### config.mk
export PLATFORM = sky130hd
export DESIGN_NAME = wb_ibus_dbus_arbiter
export DESIGN_NICKNAME = d
export VERILOG_FILES = /design/src/rtl/wb_ibus_dbus_arbiter.sv
export SDC_FILE = /design/constraint.sdc
export NUM_CORES = 1
export LEC_CHECK = 0
export BUFFER_PORTS_ARGS = -buffer_cell sky130_fd_sc_hd__buf_4
export CAP_MARGIN = 20
export CORE_AREA = 4 4 107 109
export CTS_CLUSTER_DIAMETER = 80
export DETAILED_ROUTE_END_ITERATION = 6
export DIE_AREA = 0 0 111 113
export PLACE_DENSITY_LB_ADDON = 0.12
export SKIP_LAST_GASP = 1
export SLEW_MARGIN = 20
export SYNTH_ARGS = -nofsm -noshare
export SYNTH_HDL_FRONTEND = slang
export SYNTH_SLANG_ARGS = --single-unit
### constraint.sdc
create_clock -name clk -period 2.77 [get_ports clk]
set_input_delay 0.277 -clock clk [delete_from_list [all_inputs] [get_ports clk]]
set_output_delay 0.277 -clock clk [all_outputs]
set_load 0.05 [all_outputs]
### src/rtl/wb_ibus_dbus_arbiter.sv
// Round-robin arbiter sharing one Wishbone classic master port between iBus and dBus.
// One transfer per grant, one idle cycle between grants; optional grant timeout via WB_ARB_TIMEOUT_EN.
module wb_ibus_dbus_arbiter #(
    parameter int unsigned TIMEOUT_CYCLES = 255
) (
    input  logic        clk,
    input  logic        reset,
    input  logic [29:0] iBusWishbone_ADR,
    input  logic [3:0]  iBusWishbone_SEL,
    input  logic        iBusWishbone_CYC,
    input  logic        iBusWishbone_STB,
    output logic [31:0] iBusWishbone_DAT_MISO,
    output logic        iBusWishbone_ACK,
    output logic        iBusWishbone_ERR,
    input  logic [29:0] dBusWishbone_ADR,
    input  logic [31:0] dBusWishbone_DAT_MOSI,
    input  logic [3:0]  dBusWishbone_SEL,
    input  logic        dBusWishbone_CYC,
    input  logic        dBusWishbone_STB,
    input  logic        dBusWishbone_WE,
    output logic [31:0] dBusWishbone_DAT_MISO,
    output logic        dBusWishbone_ACK,
    output logic        dBusWishbone_ERR,
    output logic [29:0] busWishbone_ADR,
    output logic [31:0] busWishbone_DAT_MOSI,
    output logic [3:0]  busWishbone_SEL,
    output logic        busWishbone_CYC,
    output logic        busWishbone_STB,
    output logic        busWishbone_WE,
    input  logic [31:0] busWishbone_DAT_MISO,
    input  logic        busWishbone_ACK,
    input  logic        busWishbone_ERR
);

    typedef enum logic [1:0] {
        IDLE  = 2'd0,
        GNT_I = 2'd1,
        GNT_D = 2'd2
    } state_t;

    generate
        if (TIMEOUT_CYCLES < 2 || TIMEOUT_CYCLES > 65535) begin : g_bad_timeout
            $error("TIMEOUT_CYCLES must be within 2..65535");
        end
    endgenerate

    state_t state_q, state_d;
    logic   last_d_q, last_d_d;
    logic   req_i, req_d, resp, timeout;

    assign req_i = iBusWishbone_CYC & iBusWishbone_STB;
    assign req_d = dBusWishbone_CYC & dBusWishbone_STB;
    assign resp  = busWishbone_ACK | busWishbone_ERR;

`ifdef WB_ARB_TIMEOUT_EN
    localparam logic [15:0] TIMEOUT_LAST = 16'(TIMEOUT_CYCLES - 1);

    logic [15:0] cnt_q, cnt_d;

    // Counter sits at zero while idle, so every grant starts counting from zero.
    always_comb begin
        cnt_d = cnt_q;
        if (state_q == IDLE) begin
            cnt_d = '0;
        end else if (!resp) begin
            cnt_d = cnt_q + 16'd1;
        end
    end

    always_ff @(posedge clk) begin
        if (!reset) begin
            cnt_q <= '0;
        end else begin
            cnt_q <= cnt_d;
        end
    end

    assign timeout = (state_q != IDLE) && !resp && (cnt_q == TIMEOUT_LAST);
`else
    assign timeout = 1'b0;
`endif

    always_ff @(posedge clk) begin
        if (!reset) begin
            state_q  <= IDLE;
            last_d_q <= 1'b0;
        end else begin
            state_q  <= state_d;
            last_d_q <= last_d_d;
        end
    end

    // On contention the master that was not served last wins.
    always_comb begin
        state_d  = state_q;
        last_d_d = last_d_q;
        case (state_q)
            IDLE: begin
                if (req_d && (!req_i || !last_d_q)) begin
                    state_d  = GNT_D;
                    last_d_d = 1'b1;
                end else if (req_i) begin
                    state_d  = GNT_I;
                    last_d_d = 1'b0;
                end
            end
            GNT_I: if (resp || !req_i || timeout) state_d = IDLE;
            GNT_D: if (resp || !req_d || timeout) state_d = IDLE;
            default: state_d = IDLE;
        endcase
    end

    assign iBusWishbone_DAT_MISO = busWishbone_DAT_MISO;
    assign dBusWishbone_DAT_MISO = busWishbone_DAT_MISO;

    // Everything except read data is masked while reset is held low.
    always_comb begin
        busWishbone_ADR      = '0;
        busWishbone_DAT_MOSI = '0;
        busWishbone_SEL      = '0;
        busWishbone_CYC      = 1'b0;
        busWishbone_STB      = 1'b0;
        busWishbone_WE       = 1'b0;
        iBusWishbone_ACK     = 1'b0;
        iBusWishbone_ERR     = 1'b0;
        dBusWishbone_ACK     = 1'b0;
        dBusWishbone_ERR     = 1'b0;
        if (reset) begin
            case (state_q)
                GNT_I: begin
                    busWishbone_ADR  = iBusWishbone_ADR;
                    busWishbone_SEL  = iBusWishbone_SEL;
                    busWishbone_CYC  = iBusWishbone_CYC & ~timeout;
                    busWishbone_STB  = iBusWishbone_STB & ~timeout;
                    iBusWishbone_ACK = busWishbone_ACK;
                    iBusWishbone_ERR = busWishbone_ERR | timeout;
                end
                GNT_D: begin
                    busWishbone_ADR      = dBusWishbone_ADR;
                    busWishbone_DAT_MOSI = dBusWishbone_DAT_MOSI;
                    busWishbone_SEL      = dBusWishbone_SEL;
                    busWishbone_CYC      = dBusWishbone_CYC & ~timeout;
                    busWishbone_STB      = dBusWishbone_STB & ~timeout;
                    busWishbone_WE       = dBusWishbone_WE;
                    dBusWishbone_ACK     = busWishbone_ACK;
                    dBusWishbone_ERR     = busWishbone_ERR | timeout;
                end
                default: ;
            endcase
        end
    end

endmodule

==> flow_metrics.tcl, run 1 <==
set metrics [dict create \
    total_leakage_power_nw 1.34 \
    clk_latency_ns 0.22 \
    crit_path_start_kind "flop" \
    cp_max_fo 25 \
    die_h_um 113 \
    initial_core_util_pct 13.4 \
    ys_seq_elements 3 \
    clk_pin_slew_ns 0.04 \
    synth_cell_type_count 17 \
    cp.required_ns 2.49 \
    tns_ns 0 \
    power_density_nw_per_um2 201 \
    totalWireLength_mm 7.11 \
    grt_max_degree 46 \
    htree_levels 1 \
    max-slew-margin-rel_pct 73.8 \
    worstPathArrival_ns 1.91 \
    drt_first_pass_iters 4 \
    reg2reg_depth 7 \
    clock_path_buffers 2 \
    final_common_cell "buf_4" \
    dr_total_vias 1861 \
    coreArea_um2 10600 \
    clock-sinks 3 \
    drtIter0Drc 75 \
    grt_pass1_vias 1960 \
    min_path_type "input pin to flop" \
    grt_remaining_overflow 0 \
    num_rows 38 \
    hold_path_depth 3 \
    finalCritPeriodShare_pct 78.8 \
    yosys-top-cells-area "buf_4 (34%), a22oi_1 (19%), and3_1 (17%)" \
    port_buffers 181 \
    synth_top_area_share_pct 34.4 \
    cts_resized 0 \
    placed_area_um2 2440 \
    r2r_slack_ns 1.04 \
    synth_area_um2 1420 \
    fin_area_um2 2490 \
    root_buffer "clkbuf_8" \
    post_drt_wl_per_cell_um 15.1 \
    seq_area_frac_synth_pct 4.24 \
    cts_buffers 3 \
    syn_inst 222 \
    drcViolationCount 0 \
    n_antenna_cell 0 \
    worstMarginPinSlew_ns 0.392 \
    status "complete, no violations" \
    cts_tree "yes" \
    ant_nets 0 \
    max_freq_mhz 458 \
    ios 278 \
    synth_fp_nets 366 \
    skew_ns 0.0107 \
    yosys_warnings 0 \
    syn_to_final_growth_pct 75.6 \
    hold_end "last_d_q$_SDFFE_PN0P_" \
    slew_violations 0 \
    finalHoldViolations 0 \
    die_w_um 111 \
    grt_antenna_before_repair 0 \
    r2r-end "state_q[1]$_SDFFE_PN0P_" \
    irDropWorstVdd_uv 91.7 \
    setup_viol_count_final 0 \
    yosysTopAreaCell "buf_4" \
    maxCapViolCount 0 \
    die_area_um2 12500 \
    r2r-start "state_q[0]$_SDFFE_PN0P_" \
    grt_first_pass_wirelength_mm 10.6 \
    via_per_inst 3.97 \
    nets 474 \
    place_hpwl_mm 5.76 \
    worst-setup-path-type "flop to primary output" \
    post-cts-setup-buffer-count 0 \
    track_usage_pct 10.4 \
    rsz0062_at_grt "false" \
    crit_path_end_kind "primary output" \
    hold_start "dBusWishbone_STB" \
    gp_congestion 0.714 \
    post-route-min-period_ns 2.18 \
    cts.hold.buffers_added 0 \
    avgSynthCellArea_um2 6.39 \
    layout-drive-gt1-share_pct 58.4 \
    final_cell_mix "buf_4 (185), nor2_1 (38), and3_1 (38)" \
]
## stage by stage
stage	cells	util, %	power [mW]	hold slack (ns)	setup WS (ns)
2_1_floorplan	222	-	0.447	0.442	0.793
3_3_place_gp	465	23.0	0.372	0.482	0.829
3_5_place_dp	465	23.0	0.373	0.489	0.787
4_1_cts	469	23.5	0.507	0.368	0.531
5_1_grt	469	23.5	0.542	0.401	0.359
6_report	469	23.5	0.499	0.374	0.586
## worst max-delay path, stage by stage, from the launching register on
cell	delay, ns
dfxtp_1	0.36
inv_1	0.08
ha_1	0.30
nand2_1	0.31
buf_4	0.35
nor2_1	0.09
buf_4	0.19
## state kept, by name (all words and copies together) (netlist names)
register and flops:
last_d_q 1, state_q 2
## cell families (layout without fill, tap and decap cells)
family	Yosys count	in the layout	share of synthesized area, %
flops	3	3	4.24
fa+ha+maj	3	3	2.65
simple gates	89	89	31.3
buf+inv	85	192	40.1
compound gates	42	42	21.7
## worst max-delay path by stage
| stage | startpoint | endpoint | slack (ns) | cells after the start |
|---|---|---|---|---|
| after floorplan | state_q[0]$_SDFFE_PN0P_ | busWishbone_ADR[10] | 0.79 | 6 |
| after detailed placement | state_q[0]$_SDFFE_PN0P_ | busWishbone_ADR[3] | 0.79 | 6 |
| after global placement | state_q[0]$_SDFFE_PN0P_ | busWishbone_CYC | 0.83 | 6 |
| final | state_q[0]$_SDFFE_PN0P_ | busWishbone_ADR[4] | 0.59 | 6 |
| after global routing | state_q[0]$_SDFFE_PN0P_ | busWishbone_SEL[2] | 0.36 | 6 |
| after CTS | state_q[0]$_SDFFE_PN0P_ | busWishbone_CYC | 0.53 | 6 |
## final cells by class
type / instances / area [um^2]
multi-input combinational: 134 / 792
clock buffer: 4 / 45.0
sequential: 3 / 60.1
tap: 140 / 175
fill: 1197 / 8110
inverter: 2 / 7.51
timing repair buffer: 186 / 1410
## cell usage after synthesis (all sizes together)
cell,number
ha,3
o22ai,2
a31oi,1
inv,2
a211o,1
and3,38
a22oi,36
buf,69
nor2,38
o21ai,2
clkbuf,14
and2,1
nand3,4
dfxtp,3
nand2,8
## per-layer routing
layer / part of all wire [%] / vias up / routed length, um / track usage [%]
li1: - / 921 / - / -
met1: 34 / 839 / 2400 / 10.5
met2: 56 / 77 / 3980 / 20.3
met3: 7.4 / 24 / 525 / 2.99
met4: 2.8 / 0 / 202 / 3.69
met5: 0 / - / 0 / 0
## where the power goes
part | switching, mW | internal [mW] | total, mW
clock network | 0.0326 | 0.0985 | 0.131
registers | 0.00257 | 0.0469 | 0.0494
logic | 0.162 | 0.156 | 0.319
total | 0.197 | 0.302 | 0.499
Power figures use the tool's default switching activity.
==> inputs of run 2 (changes only) <==
- CORE_AREA: 4 4 107 109 -> 4 4 105 107
- DIE_AREA: 0 0 111 113 -> 0 0 109 111
- clock period: 2.77 -> 2 ns (I/O delays scaled with it)
==> run 2 against run 1 <==
Against the previous run:
- non-clock buffer count shrank 1
- via count shrank 1.1%
- setup slack lost 0.34 ns
- sequential cell count is the same
- sequential power grew 38%
- die area shrank 3.5%
- combinational power grew 42%
- global-route usage shrank 0.11 points
- critical path depth is the same
- wire length shrank 0.24%
- utilization grew 1.3 points
- clock power grew 37%
- largest power group unchanged
- highest routed layer unchanged
==> flow_metrics.tcl, run 2 (synthesis results as in run 1) <==
set metrics [dict create \
    clock-sinks 3 \
    irDropWorstVdd_uv 291 \
    crit_family "buffers and inverters" \
    min_path_type "input pin to flop" \
    grt_remaining_overflow 0 \
    initial_core_util_pct 14.0 \
    cp_slowest_cell "dfxtp_1" \
    cp_max_fo 36 \
    post_drt_wl_per_cell_um 15.3 \
    power_density_nw_per_um2 279 \
    die_w_um 109 \
    cp.required_ns 1.80 \
    clock_path_buffers 2 \
    totalWireLength_mm 7.09 \
    max_freq_mhz 570 \
    n_antenna_cell 0 \
    whs_ns 0.292 \
    die_h_um 111 \
    ant_nets 0 \
    setup_viol_count_final 0 \
    status "complete, no violations" \
    r2r_slack_ns 0.44 \
    hold_path_depth 3 \
    r2r-start "state_q[0]$_SDFFE_PN0P_" \
    layout-drive-gt1-share_pct 58.5 \
    total_leakage_power_nw 1.35 \
    track_usage_pct 10.3 \
    top_regs "state_q: 2 flops, last_d_q: 1 flops" \
    grt_pass1_vias 1908 \
    max_stage_delay_ns 0.35 \
    hold_end "last_d_q$_SDFFE_PN0P_" \
    finalCritPeriodShare_pct 87.7 \
    grt_max_degree 44 \
    tns_ns 0 \
    post-route-min-period_ns 1.75 \
    worstMarginPinSlew_ns 0.344 \
    grt_first_pass_wirelength_mm 10.1 \
    fin_area_um2 2520 \
    crit_chain "inv_1 -> ha_1 -> nand2_1 -> buf_12 -> nor2_1 -> buf_4" \
    crit_path_end_kind "primary output" \
    seq_area_um2 60.1 \
    worst-setup-path-type "flop to primary output" \
    maxCapViolCount 0 \
    drcViolationCount 0 \
    max-slew-margin-rel_pct 77.1 \
    worstPathArrival_ns 1.55 \
    r2r-end "state_q[0]$_SDFFE_PN0P_" \
    post-cts-setup-buffer-count 0 \
    place_hpwl_mm 5.53 \
    rsz0062_at_grt "false" \
    placed_area_um2 2470 \
    multi_input_area_um2 795 \
    crit_path_start_kind "flop" \
    cts_tree "yes" \
    final_common_cell "buf_4" \
    slew_violations 0 \
    coreArea_um2 10100 \
    fillers 1148 \
    hold_start "dBusWishbone_STB" \
    num_rows 37 \
    dr_total_vias 1841 \
    finalHoldViolations 0 \
    cts_buffers 3 \
    largest_reg_flops 2 \
    grt_antenna_before_repair 0 \
    syn_to_final_growth_pct 77.5 \
    top_register "state_q" \
    crit_buf_inv 3 \
    gp_congestion 0.775 \
    root_buffer "clkbuf_8" \
    final_cell_mix "buf_4 (181), nor2_1 (38), and3_1 (38)" \
    via_per_inst 3.97 \
    skew_ns 0.00511 \
    clk_latency_ns 0.22 \
    finalPower_uw 701 \
    clk_pin_slew_ns 0.03 \
    drt_first_pass_iters 4 \
    ios 278 \
    nets 473 \
    htree_levels 1 \
    die_area_um2 12100 \
    reg2reg_depth 7 \
    drtIter0Drc 111 \
    port_buffers 181 \
]
==> run 2: layer usage <==
layer / track usage, % / part of all wire [%] / wire length, um / up-vias
met1: 10.8 / 35 / 2480 / 813
met4: 2.95 / 2.6 / 187 / 0
li1: - / - / - / 918
met5: 0 / 0 / 0 / -
met2: 19.6 / 53 / 3760 / 90
met3: 2.62 / 9.4 / 665 / 20
==> run 2: how the worst max path moves through the flow <==
stage | cells past startpoint | to | slack (ns) | start
5_1_grt | 6 | busWishbone_ADR[28] | 0.10 | state_q[1]$_SDFFE_PN0P_
4_1_cts | 6 | busWishbone_ADR[10] | 0.15 | state_q[1]$_SDFFE_PN0P_
3_3_place_gp | 6 | busWishbone_ADR[10] | 0.43 | state_q[1]$_SDFFE_PN0P_
3_5_place_dp | 6 | busWishbone_ADR[10] | 0.39 | state_q[1]$_SDFFE_PN0P_
2_1_floorplan | 6 | busWishbone_ADR[10] | 0.1 | state_q[0]$_SDFFE_PN0P_
6_report | 6 | busWishbone_ADR[10] | 0.25 | state_q[0]$_SDFFE_PN0P_
==> run 2: per-stage QoR <==
stage / util [%] / worst slack (ns) / instances
2_1_floorplan: - / 0.0998 / 222
3_3_place_gp: 24.3 / 0.427 / 460
3_5_place_dp: 24.3 / 0.390 / 460
4_1_cts: 24.8 / 0.150 / 464
5_1_grt: 24.8 / 0.102 / 464
6_report: 24.8 / 0.246 / 464
==> run 2: worst reg2reg max path, cell delays in order (launching register included) <==
cell	delay, ns
dfxtp_1	0.32
inv_1	0.08
ha_2	0.23
buf_12	0.20
nand3_2	0.09
a211o_1	0.27
and2_4	0.14
o22ai_1	0.14
==> run 2: power breakdown <==
| part | total [mW] | internal (mW) | switching, mW |
|---|---|---|---|
| Combinational | 0.454 | 0.227 | 0.227 |
| Sequential | 0.0682 | 0.0649 | 0.00324 |
| Clock | 0.180 | 0.136 | 0.0434 |
| Total | 0.701 | 0.428 | 0.273 |
==> run 2: cell type report <==
cell class	instances	area share, %
multi-input cells	134	31.6
clock buffers	4	1.79
repair buffers	185	57.2
well taps	136	6.76
flip-flops and latches	3	2.39
inverters	2	0.298
==> run 2: timing repair <==
item	CTS	global route
gates resized for setup	0	1
setup endpoints to repair	0	1
hold buffers	0	0
==> inputs of run 3 (changes only) <==
- BUFFER_PORTS_ARGS: -buffer_cell sky130_fd_sc_hd__buf_4 -> default
- CORE_AREA: 4 4 105 107 -> 4 4 106 108
- DIE_AREA: 0 0 109 111 -> 0 0 110 112
- DONT_BUFFER_PORTS: default -> 1
==> run 3 against run 2 <==
Against the previous run:
- power decreased by 26%
- combinational power decreased by 41%
- fmax decreased by 0.45%
- first-iteration DRC count decreased by 23%
- critical path type unchanged
==> flow_metrics.tcl, run 3 (synthesis results as in run 1) <==
set metrics [dict create \
    status "complete, no violations" \
    ios 278 \
    post_drt_wl_per_cell_um 16.6 \
    drcViolationCount 0 \
    top_register "state_q" \
    track_usage_pct 8.14 \
    root_buffer "clkbuf_8" \
    final_common_cell "buf_4" \
    crit_family "buffers and inverters" \
    dr_total_vias 1451 \
    skew_ns 0.00600 \
    cp.required_ns 1.80 \
    grt_max_degree 44 \
    p_switching_uw 224 \
    htree_levels 1 \
    seqPwrFrac_pct 13.2 \
    grt_antenna_before_repair 0 \
    worstMarginPinSlew_ns 0.241 \
    rsz0062_at_grt "false" \
    cts_tree "yes" \
    intPower_uw 293 \
    coreArea_um2 10200 \
    max-slew-margin-rel_pct 84.0 \
    syn_to_final_growth_pct 20.3 \
    switching_share_pct 43.4 \
    drt_first_pass_iters 4 \
    clk_latency_ns 0.22 \
    ant_nets 0 \
    die_w_um 110 \
    tns_ns 0 \
    crit_path_start_kind "flop" \
    power_density_nw_per_um2 303 \
    clk_pin_slew_ns 0.04 \
    top_regs "state_q: 2 flops, last_d_q: 1 flops" \
    post-route-min-period_ns 1.76 \
    cp_max_fo 24 \
    finalHoldViolations 0 \
    crit_chain "inv_1 -> ha_1 -> nand2_1 -> buf_4 -> nor2_1 -> buf_4" \
    cts.hold.buffers_added 0 \
    max_stage_delay_ns 0.34 \
    cpMostUsedCell "buf_4" \
    die_h_um 112 \
    grt_first_pass_wirelength_mm 7.90 \
    setup_viol_count_final 0 \
    total_leakage_power_nw 0.835 \
    cts_buffers 3 \
    initial_core_util_pct 13.9 \
    cp_slowest_cell "dfxtp_1" \
    maxCapViolCount 0 \
    grt_remaining_overflow 0 \
    cts_resized 0 \
    num_rows 37 \
    min_path_type "input pin to flop" \
    crit_buf_inv 3 \
    clock-sinks 3 \
    drtIter0Drc 86 \
    via_per_inst 4.05 \
    n_antenna_cell 0 \
    totalWireLength_mm 5.94 \
    layout-drive-gt1-share_pct 38.3 \
    worst-setup-path-type "flop to primary output" \
    gp_congestion 0.736 \
    final_cell_mix "buf_4 (76), nor2_1 (38), and3_1 (38)" \
    die_area_um2 12300 \
    largest_reg_flops 2 \
    max_freq_mhz 568 \
    post-cts-setup-buffer-count 0 \
    comb_power_share_pct 52.0 \
    slew_violations 0 \
    finalCritPeriodShare_pct 88.1 \
    nets 367 \
    pwr-share-clk_pct 34.8 \
    irDropWorstVdd_uv 139 \
    place_hpwl_mm 4.89 \
    clock_path_buffers 2 \
    post-route-util_pct 16.7 \
    worstPathArrival_ns 1.56 \
    port_buffers 0 \
    crit_path_end_kind "primary output" \
    grt_pass1_vias 1357 \
]
run 3: cell count changes in the layout (fill, tap and decap cells not counted), sizes merged:
cell | before | now
buf | 185 | 79
run 3: worst register-to-register path: stages (launching register included):
cell and delay [ns]:
dfxtp_1 0.32, inv_1 0.08, ha_1 0.16, buf_4 0.25, nand3_1 0.12, a211o_1 0.32, and2_4 0.14, o22ai_1 0.14
run 3: area by class of cell:
class                           instances  area, um^2
Inverter                                2        7.51
Sequential cell                         3        60.1
Multi-Input combinational cell        134         792
Clock buffer                            4        45.0
Timing Repair Buffer                   79         631
Fill cell                            1166        8530
Tap cell                              136         170
run 3: power groups by stage:
stage          registers [mW]  clock network, mW  logic, mW
2_1_floorplan          0.0683                  0      0.551
3_3_place_gp           0.0690                  0      0.275
3_5_place_dp           0.0691                  0      0.274
4_1_cts                0.0682              0.185      0.275
5_1_grt                0.0690              0.193      0.296
6_report               0.0682              0.180      0.269
run 3: path summary, 6_finish.rpt:
path                           startpoint                      end  slack (ns)  cells past startpoint
setup / recovery  state_q[0]$_SDFFE_PN0P_          busWishbone_CYC        0.24                      6
hold / removal                      reset    last_d_q$_SDFFE_PN0P_        0.15                      2
setup reg to reg  state_q[1]$_SDFFE_PN0P_  state_q[1]$_SDFFE_PN0P_        0.41                      7
hold reg to reg   state_q[1]$_SDFFE_PN0P_  state_q[1]$_SDFFE_PN0P_        0.49                      2
run 3: routing by layer:
metal | routed length, um | GRT usage [%] | share of wire [%] | vias up
li1 | - | - | - | 706
met1 | 2040 | 8.51 | 34 | 624
met2 | 3140 | 15.2 | 53 | 101
met3 | 658 | 2.49 | 11 | 20
met4 | 88 | 2.49 | 1.5 | 0
met5 | 0 | 0 | 0 | -
run 3: metrics by stage:
stage / power [mW] / setup slack [ns] / area (um^2) / hold WS [ns] / instances
after global placement: 0.344 / 0.426 / 1660 / 0.354 / 354
after detailed placement: 0.343 / 0.406 / 1660 / 0.359 / 354
after CTS: 0.529 / 0.184 / 1710 / 0.131 / 358
final: 0.517 / 0.238 / 1710 / 0.148 / 358
after floorplan: 0.619 / 0.0998 / 1420 / 0.365 / 222
after global routing: 0.558 / 0.0570 / 1710 / 0.156 / 358
